===== config.mk =====
export PLATFORM = sky130hd
export DESIGN_NAME = maze_env_step
export DESIGN_NICKNAME = d
export VERILOG_FILES = /design/src/rtl/maze_pkg.sv /design/src/rtl/maze_move_eval.sv /design/src/rtl/maze_env_step.sv
export SDC_FILE = /design/constraint.sdc
export NUM_CORES = 1
export LEC_CHECK = 0
export ABC_AREA = 1
export CORE_MARGIN = 3
export CORE_UTILIZATION = 49
export DETAILED_ROUTE_END_ITERATION = 16
export PLACE_DENSITY = 0.78
export SLEW_MARGIN = 40
export SYNTH_ARGS = -nofsm -noshare
export SYNTH_HDL_FRONTEND = slang
export SYNTH_SLANG_ARGS = --single-unit

===== constraint.sdc =====
create_clock -name clk -period 4.9 [get_ports clk]
set_input_delay 0.98 -clock clk [delete_from_list [all_inputs] [get_ports clk]]
set_output_delay 0.98 -clock clk [all_outputs]
set_load 0.1 [all_outputs]

===== src/rtl/maze_pkg.sv =====
// Shared types and reward defaults for the grid-maze environment step engine.
package maze_pkg;

   typedef enum logic [1:0] {
      DOWN  = 2'd0,
      RIGHT = 2'd1,
      UP    = 2'd2,
      LEFT  = 2'd3
   } action_t;

   typedef enum logic [1:0] {
      S_IDLE = 2'd0,
      S_EVAL = 2'd1,
      S_RESP = 2'd2
   } state_t;

   localparam int R_GOAL_DEF = 100;
   localparam int R_WALL_DEF = -10;
   localparam int R_STEP_DEF = -1;

endpackage


===== src/rtl/maze_move_eval.sv =====
// Combinational move evaluation: candidate cell and legality from the tracked row/col.
module maze_move_eval
   import maze_pkg::*;
#(
   parameter int ROWS = 6,
   parameter int COLS = 6,
   parameter int N    = ROWS * COLS,
   parameter int SW   = $clog2(N + 1),
   parameter int RBW  = (ROWS > 1) ? $clog2(ROWS) : 1,
   parameter int CBW  = (COLS > 1) ? $clog2(COLS) : 1
) (
   input  logic [RBW-1:0] row,
   input  logic [CBW-1:0] col,
   input  action_t        action,
   input  logic [N-1:0]   blocked,
   output logic [SW-1:0]  candidate,
   output logic [RBW-1:0] cand_row,
   output logic [CBW-1:0] cand_col,
   output logic           legal
);

   logic in_grid;
   logic cand_blk;

   always_comb begin
      cand_row = row;
      cand_col = col;
      in_grid  = 1'b0;
      cand_blk = 1'b0;
      case (action)
         DOWN: if (row < RBW'(ROWS - 1)) begin
            in_grid  = 1'b1;
            cand_row = row + RBW'(1);
         end
         RIGHT: if (col < CBW'(COLS - 1)) begin
            in_grid  = 1'b1;
            cand_col = col + CBW'(1);
         end
         UP: if (row > '0) begin
            in_grid  = 1'b1;
            cand_row = row - RBW'(1);
         end
         LEFT: if (col > '0) begin
            in_grid  = 1'b1;
            cand_col = col - CBW'(1);
         end
         default: in_grid = 1'b0;
      endcase
      // Constant-multiply only; row/col never need to be recovered from a state number here.
      candidate = SW'(int'(cand_row) * COLS + int'(cand_col) + 1);
      for (int unsigned k = 0; k < N; k++) begin
         if (candidate == SW'(k + 1)) cand_blk = blocked[k];
      end
      legal = in_grid && !cand_blk;
   end

endmodule


===== src/rtl/maze_env_step.sv =====
// Grid-maze environment: one agent step per action handshake, with goal/timeout
// episode handling and a registered result held until the consumer accepts it.
module maze_env_step
   import maze_pkg::*;
#(
   parameter int ROWS      = 6,
   parameter int COLS      = 6,
   parameter int MAX_STEPS = 64,
   parameter int RW        = 8,
   parameter logic signed [RW-1:0] R_GOAL = RW'(R_GOAL_DEF),
   parameter logic signed [RW-1:0] R_WALL = RW'(R_WALL_DEF),
   parameter logic signed [RW-1:0] R_STEP = RW'(R_STEP_DEF),
   localparam int N  = ROWS * COLS,
   localparam int SW = $clog2(N + 1)
) (
   input  logic                 clk,
   input  logic                 rst,
   input  logic                 ep_start,
   input  logic [SW-1:0]        start_state,
   input  logic [SW-1:0]        target_state,
   input  logic [N-1:0]         blocked,
   input  logic                 in_valid,
   output logic                 in_ready,
   input  logic [1:0]           action,
   output logic                 out_valid,
   input  logic                 out_ready,
   output logic [SW-1:0]        next_state,
   output logic signed [RW-1:0] reward,
   output logic                 terminal,
   output logic                 timeout,
   output logic                 cfg_err,
   output logic [15:0]          episode_count,
   output logic [SW-1:0]        cur_state
);

   localparam int RBW = (ROWS > 1) ? $clog2(ROWS) : 1;
   localparam int CBW = (COLS > 1) ? $clog2(COLS) : 1;
   localparam int SCW = $clog2(MAX_STEPS + 1);

   state_t         state, state_nxt;
   action_t        act_r;
   logic [RBW-1:0] row, nrow, ld_row, cand_row;
   logic [CBW-1:0] col, ncol, ld_col, cand_col;
   logic [SCW-1:0] step_cnt;
   logic [SW-1:0]  candidate;
   logic           legal;
   logic           start_blk, start_ok;
   logic           is_goal, last_step;

   maze_move_eval #(
      .ROWS (ROWS),
      .COLS (COLS),
      .N    (N),
      .SW   (SW),
      .RBW  (RBW),
      .CBW  (CBW)
   ) u_move_eval (
      .row       (row),
      .col       (col),
      .action    (act_r),
      .blocked   (blocked),
      .candidate (candidate),
      .cand_row  (cand_row),
      .cand_col  (cand_col),
      .legal     (legal)
   );

   // Start cell decode by comparing against each row's base; no division needed.
   always_comb begin
      start_blk = 1'b0;
      ld_row    = '0;
      ld_col    = '0;
      for (int unsigned k = 0; k < N; k++) begin
         if (start_state == SW'(k + 1)) start_blk = blocked[k];
      end
      for (int unsigned r = 0; r < ROWS; r++) begin
         if (start_state > SW'(r * COLS)) begin
            ld_row = RBW'(r);
            ld_col = CBW'(start_state - SW'(r * COLS + 1));
         end
      end
      start_ok  = (start_state != '0) && (start_state <= SW'(N)) && !start_blk;
      last_step = (step_cnt == SCW'(MAX_STEPS));
      is_goal   = legal && (candidate == target_state);
   end

   always_ff @(posedge clk) begin
      if (!rst) state <= S_IDLE;
      else      state <= state_nxt;
   end

   always_comb begin
      state_nxt = state;
      in_ready  = 1'b0;
      out_valid = 1'b0;
      case (state)
         S_IDLE: begin
            in_ready = !ep_start;
            if (!ep_start && in_valid) state_nxt = S_EVAL;
         end
         S_EVAL: state_nxt = S_RESP;
         S_RESP: begin
            out_valid = 1'b1;
            if (out_ready) state_nxt = S_IDLE;
         end
         default: state_nxt = S_IDLE;
      endcase
   end

   always_ff @(posedge clk) begin
      if (!rst) begin
         act_r         <= DOWN;
         cur_state     <= '0;
         row           <= '0;
         col           <= '0;
         step_cnt      <= '0;
         next_state    <= '0;
         nrow          <= '0;
         ncol          <= '0;
         reward        <= '0;
         terminal      <= 1'b0;
         timeout       <= 1'b0;
         cfg_err       <= 1'b0;
         episode_count <= '0;
      end else begin
         case (state)
            S_IDLE: begin
               if (ep_start) begin
                  if (start_ok) begin
                     cur_state <= start_state;
                     row       <= ld_row;
                     col       <= ld_col;
                     step_cnt  <= '0;
                  end else begin
                     cfg_err <= 1'b1;
                  end
               end else if (in_valid) begin
                  act_r <= action_t'(action);
                  if (cur_state != '0) step_cnt <= step_cnt + SCW'(1);
               end
            end
            S_EVAL: begin
               if (cur_state == '0) begin
                  next_state <= '0;
                  nrow       <= '0;
                  ncol       <= '0;
                  reward     <= R_WALL;
                  terminal   <= 1'b0;
                  timeout    <= 1'b0;
               end else if (!legal) begin
                  next_state <= cur_state;
                  nrow       <= row;
                  ncol       <= col;
                  reward     <= R_WALL;
                  terminal   <= last_step;
                  timeout    <= last_step;
               end else begin
                  next_state <= candidate;
                  nrow       <= cand_row;
                  ncol       <= cand_col;
                  reward     <= is_goal ? R_GOAL : R_STEP;
                  terminal   <= is_goal || last_step;
                  timeout    <= !is_goal && last_step;
               end
            end
            S_RESP: begin
               if (out_ready) begin
                  if (terminal) begin
                     episode_count <= episode_count + 16'd1;
                     step_cnt      <= '0;
                     if (start_ok) begin
                        cur_state <= start_state;
                        row       <= ld_row;
                        col       <= ld_col;
                     end else begin
                        cfg_err   <= 1'b1;
                        cur_state <= '0;
                        row       <= '0;
                        col       <= '0;
                     end
                  end else begin
                     cur_state <= next_state;
                     row       <= nrow;
                     col       <= ncol;
                  end
               end
            end
            default: ;
         endcase
      end
   end

endmodule


* Word level (Yosys, flattened, before mapping)
Index checks and enable logic that the tools add are counted.
** Word-level totals
- Output and inout port bits :: 41
- Bits in read-only memories :: 0
- Latch bits :: 0
- Bits in registers :: 62
- Memories kept :: 0
- Bits of input ports :: 55
- RAM bits :: 0
** Operators by class
- Magnitude comparators :: 11
- Multiply operators :: 1
- Bitwise operators :: 1
- Add/subtract/negate cells :: 14
- Mux-type cells :: 142
- Reductions and logical operators :: 23
- Equal/unequal tests :: 87
- Divide/modulo/power cells :: 0
- Shift operators :: 0
** Operators with widths (number)
- 6-bit by 5-bit == test with 1-bit output (second input constant) :: 32
- 6-bit by 4-bit == test with 1-bit output (second input constant) :: 16
- 1-bit two-way mux :: 87
- 3-bit two-way mux :: 28
- 6-bit == test (second input constant) :: 10
- 6-bit by 3-bit == test with 1-bit output (second input constant) :: 8
- 6-bit two-way mux :: 7
- 7-bit two-way mux :: 6
- 6-bit by 2-bit == test with 1-bit output (second input constant) :: 4
- 8-bit two-way mux :: 3
- 3-bit one-hot mux with 2 select lines :: 4
- 6-bit by 5-bit greater-than comparator with 1-bit output (second input constant) :: 3
- 16-bit by 1-bit adder with 16-bit output (second input constant) :: 1
- 7-bit one-hot mux with 2 select lines :: 1
- 6-bit by 1-bit == test with 1-bit output (second input constant) :: 2
- 6-bit one-hot mux with 2 select lines :: 1
- 6-bit nonzero test :: 2
- 3-bit by 1-bit subtractor with 3-bit output (second input constant) :: 4
- 2-bit inequality test (second input constant) :: 5
- 3-bit inequality test (second input constant) :: 3
- 3-bit subtractor (second input constant) :: 3
- 4-bit AND reduction :: 2
- 7-bit by 1-bit adder with 7-bit output (second input constant) :: 1
- 7-bit == test (second input constant) :: 1
- 28 further kinds :: 45

* Longest topological paths before layout
Gate-level depths: netlist of run 1.
- Depth in word-level cells :: 50
- Gate-level depth with buffers :: 57

* Modules after synthesis
A second synthesis of run 1 with hierarchy kept.
** Unflattened totals
- Cells, all modules :: 946
- Area, all modules :: 5450.2 sq um
** By module, submodules not included
- maze_env_step :: area an instance 4058.9 sq um, sequential area each 1141.1 sq um, instances 1, cells each 681
- maze_move_eval :: area an instance 1391.3 sq um, sequential area each 0.0 sq um, instances 1, cells each 265

* Least setup slack after synthesis of run 1
No wires, ideal clock.
- Path kind :: reg2reg
- Start point :: reg row[0]
- End point :: reg next_state[1]
- Period minus slack after synthesis :: 4.884 ns
- Arrival time :: 4.746 ns
- Slack :: 0.016 ns
- Data required time :: 4.762 ns
- Cell stages (with the launch flop) :: 51
- Library setup time :: 0.138 ns
- Cell sequence :: dfxtp_1 inv_1 ha_1 inv_1 nor2_1 nor2_4 a21oi_1 xor2_1 ha_1 ha_1 nand2_1 inv_1 nor2_1 clkinv_1 nor3_1 o21ai_0 nand2_1 nand2_1 [... 15 more ...] nand2_1 nand2_1 nand2_1 nand2_1 nand2_1 nand2_1 nand2_1 nand2_1 nand2_1 nand2_1 nand2_1 nand2_1 nand2_2 nand2_2 buf_6 nand2_1 nand3_1 a21oi_2
** Between the ends
- Longest elaborated chain between the ends :: 47
** RTL lines
- start: declaration :: line maze_env_step.sv:42 : logic [RBW-1:0] row, nrow, ld_row, cand_row;
- start signal: assignment :: line maze_env_step.sv:131 : row <= ld_row;
- start signal: assignment :: line maze_env_step.sv:173 : row <= ld_row;
- start signal: assignment :: line maze_env_step.sv:183 : row <= nrow;
- 3-bit by 1-bit subtractor with 3-bit output, or another cell as far along :: line maze_move_eval.sv:41 : cand_row = row - RBW'(1);
- 3-bit two-way mux, on equally long branches :: line maze_move_eval.sv:39, maze_move_eval.sv:31
- 3-bit one-hot mux with 2 select lines :: line maze_move_eval.sv:30 : case (action)
- 3-bit by 2-bit multiplier with 5-bit output :: line maze_move_eval.sv:50 : candidate = SW'(int'(cand_row) * COLS + int'(cand_col) + 1);
- 6-bit by 4-bit adder with 6-bit output :: line maze_move_eval.sv:50
- 6-bit by 2-bit adder with 6-bit output :: line maze_move_eval.sv:50
- 6-bit by 1-bit == test with 1-bit output :: line maze_move_eval.sv:52 : if (candidate == SW'(k + 1)) cand_blk = blocked[k];
- 1-bit two-way mux (36 in series) :: line maze_move_eval.sv:52
- 1-bit zero test :: line maze_move_eval.sv:54 : legal = in_grid && !cand_blk;
- 1-bit logical AND :: line maze_move_eval.sv:54
- 6-bit two-way mux * :: line maze_env_step.sv:150 : end else if (!legal) begin
- 6-bit two-way mux * :: line maze_env_step.sv:143 : if (cur_state == '0) begin
- end signal: assignment :: line maze_env_step.sv:151 : next_state <= cur_state;
- end signal: assignment :: line maze_env_step.sv:158 : next_state <= candidate;
- end: declaration :: line maze_env_step.sv:27 : output logic [SW-1:0] next_state,
Mark *: on every way between the ends. The rest lies on a longest branch, timed or not.
A chain may end at the register's enable or synchronous reset.

* Final worst setup path of run 1
- Start point :: reg row[0]
- End point :: reg ncol[0]
** Between the ends
- Longest elaborated chain between the ends :: 47
** RTL lines
- 3-bit by 1-bit subtractor with 3-bit output, or another cell as far along :: line maze_move_eval.sv:41
- 3-bit two-way mux, on equally long branches :: line maze_move_eval.sv:39, maze_move_eval.sv:31
- 3-bit one-hot mux with 2 select lines :: line maze_move_eval.sv:30
- 3-bit by 2-bit multiplier with 5-bit output :: line maze_move_eval.sv:50
- 6-bit by 4-bit adder with 6-bit output :: line maze_move_eval.sv:50
- 6-bit by 2-bit adder with 6-bit output :: line maze_move_eval.sv:50
- 6-bit by 1-bit == test with 1-bit output :: line maze_move_eval.sv:52
- 1-bit two-way mux (36 in series) :: line maze_move_eval.sv:52
- 1-bit zero test :: line maze_move_eval.sv:54
- 1-bit logical AND * :: line maze_move_eval.sv:54
- 3-bit two-way mux * :: line maze_env_step.sv:150
- 3-bit two-way mux * :: line maze_env_step.sv:143
- end signal: assignment :: line maze_env_step.sv:153 : ncol <= col;
- end signal: assignment :: line maze_env_step.sv:160 : ncol <= cand_col;
- end: declaration :: line maze_env_step.sv:43 : logic [CBW-1:0] col, ncol, ld_col, cand_col;
Marked as above.

==> results of run 1 <==
## area by class of cell
class,count,area (sq um)
multi-input cells,681,3680
fillers,987,3430
repair buffers,154,1210
flip-flops and latches,57,1150
inverters,168,657
well taps,136,170
clock buffers,11,151
clock inverters,5,62.6
## worst min-delay path by stage
stage	from	endpoint	slack, ns	depth (start not counted)
after global routing	cfg_err	cfg_err	0.48	2
after detailed placement	episode_count[15]	episode_count[15]	0.44	1
final	episode_count[15]	episode_count[15]	0.44	1
after CTS	episode_count[15]	episode_count[15]	0.45	1
after global placement	cfg_err	cfg_err	0.44	2
after floorplan	ncol[1]	ncol[1]	0.45	2
## layer usage
layer  track usage  wire length (um)  vias to the layer above
met5             0                 0                        -
met4        0.0681               346                        0
met3        0.0464              1240                       38
met2         0.429              7920                      261
met1         0.349              7260                     2839
li1              -                 -                     3244
## cells by family after synthesis
logic type,count (synthesis)
adder cells (fa/ha/maj),24
AND/OR/NAND/NOR,505
flip-flops,57
XOR/XNOR,12
AO/OA/AOI/OAI,138
buffers and inverters,198
## sequential cells by signal, indices dropped and copies added, names as in the netlist, 6 cells and up
| signal | count |
|---|---|
| episode_count | 16 |
| step_cnt | 7 |
| cur_state | 6 |
| next_state | 6 |
## stage by stage
step	total power [mW]	utilization	setup slack, ns
finish	3.14	0.674	0.0412
global route	3.38	0.674	-0.399
CTS	2.78	0.649	0.00859
detailed placement	2.21	0.622	-0.150
global placement	2.20	0.641	-0.104
floorplan	1.86	-	0.0158
## power breakdown
group	total (mW)	switching [mW]	internal [mW]
Combinational	2.15	1.39	0.768
Sequential	0.524	0.0289	0.495
Clock	0.465	0.200	0.265
Total	3.14	1.61	1.53
## layout by cell type, fill, tap and decap left out, types with 4 or more instances in the layout
| cell | count |
|---|---|
| clkdlybuf4s50_1 | 52 |
| nand2_4 | 10 |
| nor2_4 | 4 |
| nand3_2 | 10 |
| a21oi_2 | 7 |
| nand4_1 | 14 |
| a21oi_1 | 61 |
| nand3_1 | 69 |
| nor2_2 | 5 |
| nor3_1 | 24 |
| clkbuf_8 | 11 |
| buf_2 | 40 |
| buf_4 | 57 |
| inv_1 | 148 |
| nand2_1 | 247 |
| dfxtp_1 | 54 |
| o21ai_0 | 41 |
| inv_2 | 12 |
| nor4_1 | 7 |
| nand3b_1 | 10 |
| xor2_1 | 8 |
| nand2_2 | 15 |
| ha_1 | 18 |
| nor2_1 | 84 |
## worst max-delay path, delay by kind of cell (launching register included)
kind,cells,cell delay (ns)
flip-flops,1,0.33
adder cells (fa/ha/maj),3,0.84
buffers and inverters,10,0.92
AO/OA/AOI/OAI,3,0.43
AND/OR/NAND/NOR,40,2.28
## Yosys cell counts (2+ instances only)
master | number | area (sq um)
nand4_1 | 14 | 87.6
nor2_1 | 88 | 330
buf_4 | 5 | 37.5
nor4_1 | 7 | 43.8
o221ai_1 | 2 | 17.5
dfxtp_1 | 57 | 1140
a31oi_1 | 2 | 12.5
nand2_4 | 3 | 33.8
a41oi_1 | 2 | 17.5
buf_2 | 8 | 40.0
o21ai_1 | 3 | 15.0
o21ai_0 | 42 | 210
nor2_2 | 4 | 25.0
xnor2_1 | 2 | 17.5
nor3_1 | 26 | 130
fa_1 | 2 | 40.0
clkbuf_1 | 12 | 45.0
a221oi_1 | 2 | 17.5
xor2_1 | 9 | 78.8
nand2_1 | 252 | 946
clkinv_1 | 4 | 15.0
buf_6 | 3 | 33.8
a21oi_2 | 6 | 52.6
o21bai_1 | 2 | 15.0
o211ai_1 | 3 | 22.5
o21a_1 | 2 | 15.0
nand3_2 | 5 | 50.1
nand3b_1 | 10 | 75.1
inv_2 | 8 | 30.0
inv_1 | 156 | 586
a21oi_1 | 63 | 315
nand2_2 | 15 | 93.8
nand3_1 | 76 | 380
or2_2 | 3 | 18.8
buf_1 | 2 | 7.51
ha_1 | 22 | 275
a211oi_1 | 2 | 15.0
## repair_timing
item | 4_1_cts | 5_1_grt
resized for setup | 12 | 58
setup buffers | 3 | 4
endpoints found under the setup margin | 16 | 34
cloned | 0 | 2
pin swaps | 3 | 26
==> impl_results.md, run 1 <==
* Dpl cells at between 1k and 1.5k
* H-tree depth at 3
* Setup crit end: ncol[0]
* Antenna violations before repair at 0
* Nets at 1150
* Pin count of the biggest net entering global routing at 32
* Post-DP Area at 6540 sq um
* Die W at approximately 110 um
* Mapped Cells at about 930
* Syn nets at between 1k and 1.5k
* Detail-routed net length per standard cell at between 10 and 15 um
* Total Wirelength at approximately 17 mm
* Clock tree sinks at between 50 and 60
* Worst skew pair latency at approximately 0.34 ns
* Multiplexer share of the synthesized area at 0
* Initial Util at 0.513
* Critical Path Max Stage Delay at around 0.53 ns
* Die area at 12300 sq um
* Setup Viol. Count Final at 0
* Crit share post-route at 0.992
* Max Root-Sink Buffers at 2
* # port buffers at 95
* Post-synth ARST share at 0
* Die height at 111 um
* Most frequent CP cell: nand2_1
* Post-synthesis compound-gate area fraction at 0.146
* Post-synthesis simple-gate area fraction at 0.414
* Status: finished clean
* R2R cell count at 56
* Flop2flop setup slack at between 0.04 and 0.05 ns
* Clk slew on worst S/H paths at ~0.07 ns
* Final instance area at ~7100 sq um
* Crit path from: row[0]
* EDFF count, synth at 0
* TNS Setup at 0 ns
* Starting DRT DRC Count at between 600 and 700
* Predominant post-synthesis flop cell: dfxtp_1
* Core ar. at about 11000 sq um
* Antenna-violating nets left at 0
* HPWL after detailed placement at 12.8 mm
* R2r startpoint: row[0]
* Setup crit start kind: register
* Critical path class: reg2reg
* Vias per inst at 5.27
* Adder-cell share of the synthesized area at 0.0584
* TritonCTS clock tree: yes
* TritonRoute pass-1 iters at 8
* Crit path DAT at 5.12 ns
* Critical Path Slowest Stage Cell: fa_1
* Leakage power at 3.32 nW
* Total GRT Usage at 0.260
* Hold violation total from the final report at 0
* Worst hold path type: reg2reg
* Row count at 37
* Crit path max fanout at 7
* Endpoint class of the critical path: register
* Slew HR at 0.412
* RSZ-0062 raised after global routing: true
* Number of global-route vias before repair at roughly 5.7k
* Achievable Freq at a little over 0.2 GHz
* Power per cell area at around 440 nW/um^2
* Global-route wire length before repair at between 20 and 30 mm
* Area delta synth->final at 31.2%
* Max-slew violations at 0
* Yosys warns at 0
* Hold WS at between 0.4 and 0.5 ns
* Fraction of layout cells with a size suffix above 1 at 0.190
* Congestion Overflow GR at 0
* Total CTS buffers at 9
* Final RePlAce weighted congestion at between 0.9 and 1
* Post-synthesis sequential area ratio at 0.212
* Avg Cell Area, Syn at between 5 and 6 sq um
* Final Skew at 0.00877 ns
* IO Count at 96
* Netlist Area Pre-Place at approximately 5400 sq um
* Tmin final at slightly below 5 ns
* MaxCap Viol Count at 0
* Hold buffer count at CTS at 0
* Root buf cell: clkbuf_8
* Reg2reg end: ncol[0]
* Via Count at around 6.4k
* #FFs+latches synth at 57
* Critical path data required time at 5.16 ns
* Max VDD drop at around 280 uV
* Worst-Margin Slew at between 0.8 and 0.9 ns
* Non-filler instance count after layout at around 1.2k
* XOR/XNOR Fraction of Synth Area at 0.0230
* Cell variety after synth at 47
* Diodes inserted at 0
* Main combinational cell family by area after synthesis: simple AND/OR/NAND/NOR gates
* DRC at 0
No activity file was read; power rests on OpenSTA's default activity.
==> run 2: changes to the inputs <==
--- a/config.mk
+++ b/config.mk
@@ -7,9 +7,9 @@
 export LEC_CHECK = 0
 export ABC_AREA = 1
 export CORE_MARGIN = 3
-export CORE_UTILIZATION = 49
+export CORE_UTILIZATION = 54
 export DETAILED_ROUTE_END_ITERATION = 16
-export PLACE_DENSITY = 0.78
+export PLACE_DENSITY = 0.82
 export SLEW_MARGIN = 40
 export SYNTH_ARGS = -nofsm -noshare
 export SYNTH_HDL_FRONTEND = slang
==> constraint.sdc (replaced) <==
create_clock -name clk -period 4.82 [get_ports clk]
set_input_delay 0.964 -clock clk [delete_from_list [all_inputs] [get_ports clk]]
set_output_delay 0.964 -clock clk [all_outputs]
set_load 0.1 [all_outputs]
==> run 2 against run 1 <==
  * Via count grew 2.5%
  * Global-route usage increased by 4.9 points
  * The flow now finishes with violations (negative setup slack)
  * Sequential share of layout area fell by 0.073 points
  * First-iteration DRC count increased by 43%
  * Critical path depth down 6
  * Maximum frequency shrank 1.5%
==> impl_results.md, run 2 (synthesis results as in run 1) <==
* MaxCap Viol Count at 0 (unchanged)
* Largest regs: episode_count: 16 flops, step_cnt: 7 flops
* Nets at 1155 (+0.43%)
* Max-slew violations at 0 (unchanged)
* Hold_sp: episode_count[15]
* Pin count of the biggest net entering global routing at 32 (unchanged)
* Total Wirelength at 17.6 mm (+5.3%)
* Critical path data required time at 5.02 ns (-0.14 ns)
* Pint at 1.63 mW (+6.5%)
* Slew HR at 0.490 (+0.0780)
* H-tree depth at 3 (unchanged)
* Worst slack at placement at -0.469 ns (-0.319 ns)
* Die W at 106 um (-4.5%)
* Leakage power at 3.35 nW (+0.67%)
* Critical Path Max Stage Delay at 0.56 ns (+0.03 ns)
* Max reg flops at 16 (unchanged)
* RSZ-0062 raised after global routing: true
* Post-DP Area at 6610 sq um (+1.0%)
* Crit path max fanout at 6 (-1)
* Die area at 11200 sq um (-8.8%)
* Global-route wire length before repair at 28.5 mm (+5.4%)
* Power per cell area at 470 nW/um^2 (+6.0%)
* Dpl cells at 1188 (+0.084%)
* Flop2flop setup slack at -0.11 ns (-0.15 ns)
* DRC at 0 (unchanged)
* Final RePlAce weighted congestion at 1.03 (+4.4%)
* Layout filler cell count at 810 (-18%)
* TritonCTS clock tree: yes
* Most frequent cells in the layout: nand2_1 (245), inv_1 (147), nor2_1 (81)
* Most frequent CP cell: nand2_1
* Non-filler instance count after layout at 1209 (-0.25%)
* Endpoint class of the critical path: register
* Core ar. at 9460 sq um (-10%)
* Diodes inserted at 0 (unchanged)
* Clock tree sinks at 57 (unchanged)
* Area delta synth->final at 32.1%
* Vias per inst at 5.41 (+2.7%)
* Worst-Margin Slew at 0.762 ns (-0.115 ns)
* Row count at 35 (-5.4%)
* TritonRoute pass-1 iters at 6 (-2)
* Root buf cell: clkbuf_8
* HPWL after detailed placement at 13.5 mm (+4.9%)
* Crit share post-route at 1.02 (+0.0316)
* Antenna violations before repair at 0 (unchanged)
* Total GRT Usage at 0.308 (+0.0487)
* Initial Util at 0.570 (+0.0570)
* Setup Viol. Count Final at 13 (+13)
* Sw power at 1.72 mW (+6.8%)
* Top Layer Used: met4
* Top reg by flops: episode_count
* Setup crit end: next_state[5]
* Total CTS buffers at 9 (unchanged)
* R2r startpoint: row[1]
* Starting DRT DRC Count at 951 (+43%)
* Clk slew on worst S/H paths at 0.08 ns (about the same)
* R2R cell count at 50 (-11%)
* Antenna-violating nets left at 0 (unchanged)
* Metal3 WL at 1.39 mm (+13%)
* Detail-routed net length per standard cell at 14.6 um (+5.5%)
* Combinational power share at 0.705 (+0.020)
* Achievable Freq at 0.203 GHz (-1.5%)
* Met2 WL at 8.22 mm (+3.8%)
* Max Root-Sink Buffers at 2 (unchanged)
* Status: finished, violations left
* Number of global-route vias before repair at 5907 (+4.5%)
* Post-route core utilization at 0.753 (+0.0798)
* Final Skew at 0.0148 ns (+0.00601 ns)
* Fraction of layout cells with a size suffix above 1 at 0.200 (+0.0104)
* # port buffers at 95 (unchanged)
* Setup crit start kind: register
* IO Count at 96 (unchanged)
* Crit path from: row[1]
* Sw Ratio at 0.515 (+0.000834)
* Tmin final at 4.93 ns (+0.0729 ns)
* Most common cell after layout, fill and taps aside: nand2_1
* Critical path class: reg2reg
* Worst hold path type: reg2reg
* M1 WL at 7.47 mm (+2.9%)
* Final instance area at 7130 sq um (+0.67%)
* Reg2reg end: next_state[5]
* Hold violation total from the final report at 0 (unchanged)
* Via Count at 6540 (+2.5%)
* Crit path DAT at 5.13 ns (about the same)
* Hold buffer count at CTS at 0 (unchanged)
* Violated checks: negative setup slack
* Seq pwr share at 0.159 (-0.008)
* Clock power frac at 0.135 (-0.013)
* Worst skew pair latency at 0.34 ns (about the same)
* Setup WS post-layout at -0.112 ns (-0.153 ns)
* Congestion Overflow GR at 0 (unchanged)
* Max VDD drop at 486 uV (+73%)
* Hold path depth at 1 (unchanged)
* Critical Path Slowest Stage Cell: fa_1
* Die height at 106 um (-4.5%)
-- run 2: power groups by stage --
stage          clock network (mW)  logic [mW]  registers, mW
6_report                    0.453        2.36          0.534
5_1_grt                     0.480        2.56          0.537
4_1_cts                     0.457        2.03          0.532
3_5_place_dp                    0        1.85          0.542
3_3_place_gp                    0        1.84          0.543
2_1_floorplan                   0        1.24          0.652
-- run 2: cell type report --
| class | instances | area [sq um] | area share |
|---|---|---|---|
| multi-input cells | 681 | 3710 | 0.520 |
| inverters | 168 | 647 | 0.0908 |
| well taps | 129 | 161 | 0.0226 |
| repair buffers | 159 | 1270 | 0.178 |
| clock buffers | 10 | 138 | 0.0193 |
| flip-flops and latches | 57 | 1150 | 0.161 |
| clock inverters | 5 | 56.3 | 0.00790 |
-- run 2: worst min-delay path by stage --
stage,slack (ns),end
final,0.45,episode_count[15]
after global routing,0.49,cfg_err
after CTS,0.46,episode_count[15]
after detailed placement,0.44,episode_count[15]
after global placement,0.45,episode_count[15]
after floorplan,0.45,ncol[1]
-- run 2: per-stage QoR --
stage / setup TNS (ns) / hold WS [ns] / total power, mW
floorplan: 0 / 0.445 / 1.89
global placement: -5.32 / 0.446 / 2.38
detailed placement: -7.08 / 0.442 / 2.39
CTS: 0 / 0.458 / 3.02
global route: -8.16 / 0.486 / 3.58
finish: -0.940 / 0.451 / 3.35
-- run 2: worst max-delay path: cells and delay by family, from the launching register on --
kind / cells / cell delay, ns
and+or+nand+nor: 40 / 2.79
adders and majority gates: 3 / 0.95
DFF: 1 / 0.40
AOI/OAI and AO/OA: 3 / 0.40
buffers and inverters: 4 / 0.26
-- run 2: what timing repair did --
action / 4_1_cts / 5_1_grt
gates resized for setup: 30 / 42
setup buffers: 2 / 1
setup endpoints to repair: 16 / 35
pin swaps: 8 / 18
cloned: 2 / 1
-- run 2: metal layers --
layer	vias up	GRT usage
met4	0	0.103
met3	48	0.0516
met5	-	0
met2	325	0.511
li1	3253	-
met1	2914	0.407
==> run 3: changes to the inputs <==
--- a/config.mk
+++ b/config.mk
@@ -6,9 +6,11 @@
 export NUM_CORES = 1
 export LEC_CHECK = 0
 export ABC_AREA = 1
+export ABC_CLOCK_PERIOD_IN_PS = 4820
 export CORE_MARGIN = 3
 export CORE_UTILIZATION = 54
 export DETAILED_ROUTE_END_ITERATION = 16
+export GPL_ROUTABILITY_DRIVEN = 0
 export PLACE_DENSITY = 0.82
 export SLEW_MARGIN = 40
 export SYNTH_ARGS = -nofsm -noshare
==> run 3 against run 2 <==
  * The run still ends with negative setup slack left
  * Global-route usage down 1.1 points
  * Critical path depth up 3
  * Core utilization grew 0.57 points
  * Critical path type unchanged
  * Critical endpoint unchanged
==> impl_results.md, run 3 (synthesis results as in run 1) <==
* Status: finished, violations left
* Violated checks: negative setup slack
* Die height at 106 um (unchanged)
* Final instance area at 7180 sq um (+0.75%)
* Critical path class: reg2reg
* Worst-Margin Slew at 0.789 ns (+0.0265 ns)
* Worst skew pair latency at 0.34 ns (about the same)
* Hold_sp: episode_count[15]
* Hold endpoint: episode_count[15]
* Final Skew at 0.0111 ns (-0.00370 ns)
* Area delta synth->final at 33.1%
* Crit path max fanout at 7 (+1)
* HPWL after detailed placement at 12.9 mm (-4.0%)
* Leakage power at 3.40 nW (+1.5%)
* Fraction of layout cells with a size suffix above 1 at 0.207 (+0.00680)
* Core ar. at 9460 sq um (unchanged)
* Clock tree sinks at 57 (unchanged)
* Total CTS buffers at 9 (unchanged)
* Antenna violations before repair at 0 (unchanged)
* Pin count of the biggest net entering global routing at 32 (unchanged)
* Starting DRT DRC Count at 665 (-30%)
* Grt met3 use at 0.0449 (-0.00668)
* Max-slew violations at 0 (unchanged)
* Most frequent CP cell: nand2_1
* Top reg by flops: episode_count
* Critical Path Max Stage Delay at 0.36 ns (-0.20 ns)
* Achievable Freq at 0.204 GHz (+0.37%)
* Number of global-route vias before repair at 5920 (+0.22%)
* Tmin final at 4.91 ns (-0.0182 ns)
* M2 GR Usage at 0.507 (-0.00455)
* Hold violation total from the final report at 0 (unchanged)
* Nets at 1162 (+0.61%)
* R2R cell count at 53 (+6.0%)
* Row count at 35 (unchanged)
* RSZ-0062 raised after global routing: true
* Die area at 11200 sq um (unchanged)
* Slew HR at 0.471 (-0.0189)
* Reg2reg end: next_state[5]
* Setup WS post-layout at -0.0935 ns (+0.0182 ns)
* Power per cell area at 461 nW/um^2 (-2.0%)
* Global-route wire length before repair at 27.6 mm (-3.2%)
* Detail-routed net length per standard cell at 14.4 um (-1.6%)
* # port buffers at 95 (unchanged)
* Largest regs: episode_count: 16 flops, step_cnt: 7 flops
* Most frequent cells in the layout: nand2_1 (244), inv_1 (146), nor2_1 (83)
* Crit share post-route at 1.02 (-0.00378)
* Max VDD drop at 383 uV (-21%)
* Die W at 106 um (unchanged)
* Setup crit start kind: register
* Most common cell after layout, fill and taps aside: nand2_1
* Hold path depth at 1 (unchanged)
* TritonCTS clock tree: yes
* Via Count at 6653 (+1.7%)
* Worst path buffer plus inverter count at 8 (+4)
* MaxCap Viol Count at 0 (unchanged)
* Crit path DAT at 5.11 ns (-0.02 ns)
* DRC at 0 (unchanged)
* R2r startpoint: row[1]
* Post-DP Area at 6560 sq um (-0.64%)
* Worst hold path type: reg2reg
* Critical Path Slowest Stage Cell: dfxtp_2
* Diodes inserted at 0 (unchanged)
* Crit path max-delay family: simple AND/OR/NAND/NOR gates
* Root buf cell: clkbuf_8
* Endpoint class of the critical path: register
* Antenna-violating nets left at 0 (unchanged)
* Vias per inst at 5.47 (+1.1%)
* Most crowded layer after global routing: met2
* Clk slew on worst S/H paths at 0.07 ns (about the same)
* Critical path data required time at 5.02 ns (about the same)
* Hold buffer count at CTS at 0 (unchanged)
* TritonRoute pass-1 iters at 7 (+1)
* Max reg flops at 16 (unchanged)
* Routing usage on met1 at 0.383 (-0.0236)
* Initial Util at 0.570 (unchanged)
* Total Wirelength at 17.5 mm (-0.91%)
* H-tree depth at 3 (unchanged)
* Total GRT Usage at 0.297 (-0.0110)
* Setup Viol. Count Final at 11 (-2)
* Congestion Overflow GR at 0 (unchanged)
* Total power at 3.31 mW (-1.3%)
* IO Count at 96 (unchanged)
* Flop2flop setup slack at -0.09 ns (+0.02 ns)
* Max Root-Sink Buffers at 2 (unchanged)
-- run 3: changes by cell type in the layout (fill, tap and decap cells not counted), sizes merged --
cell	before	now
buf	104	112
bufinv	1	2
clkbuf	11	10
-- run 3: routing by layer --
metal | up-vias | share of wire
li1 | 3277 | -
met1 | 2952 | 0.41
met2 | 357 | 0.48
met3 | 67 | 0.081
met4 | 0 | 0.035
met5 | - | 0
-- run 3: final cells by class --
class                           count  area, sq um
Clock inverter                      6         90.1
Timing Repair Buffer              166         1300
Inverter                          168          639
Fill cell                         768         2280
Clock buffer                       10          138
Sequential cell                    57         1150
Multi-Input combinational cell    681         3700
Tap cell                          129          161
-- run 3: worst max path at each step --
stage,from,endpoint,slack (ns),depth (start not counted)
final,row[1],next_state[5],-0.09,53
after detailed placement,row[1],reward[4],-0.22,50
after global placement,row[1],ncol[0],-0.08,50
after CTS,row[0],next_state[5],-0.02,53
after global routing,row[1],next_state[5],-0.52,54
after floorplan,row[0],next_state[1],0.08,50
-- run 3: where the power goes --
part / total, mW / internal [mW] / switching (mW)
Clock: 0.517 / 0.307 / 0.210
Sequential: 0.534 / 0.504 / 0.0303
Combinational: 2.26 / 0.814 / 1.44
-- run 3: timing repair --
action,4_1_cts,5_1_grt
cloned,1,1
setup buffers,9,6
gates resized for setup,15,61
endpoints found under the setup margin,16,35
pin swaps,7,29
-- run 3: worst reg2reg max path, delay by kind of cell (launching register included) --
kind / cells / cell delay (ns)
adder cells (fa/ha/maj): 2 / 0.64
flip-flops: 1 / 0.36
AO/OA/AOI/OAI: 2 / 0.26
buffers and inverters: 8 / 0.79
XOR/XNOR: 1 / 0.23
AND/OR/NAND/NOR: 40 / 2.52
-- run 3: metrics by stage --
stage                     setup WS, ns  utilization  hold WS, ns  setup TNS [ns]  cells
after floorplan                 0.0813            -        0.445               0    934
after detailed placement        -0.219        0.694        0.435           -2.59   1184
final                          -0.0935        0.759        0.444          -0.624   1217
after global routing            -0.515        0.759        0.470           -7.37   1217
after CTS                      -0.0189        0.732        0.447         -0.0495   1210
after global placement         -0.0808        0.715        0.442          -0.501   1184
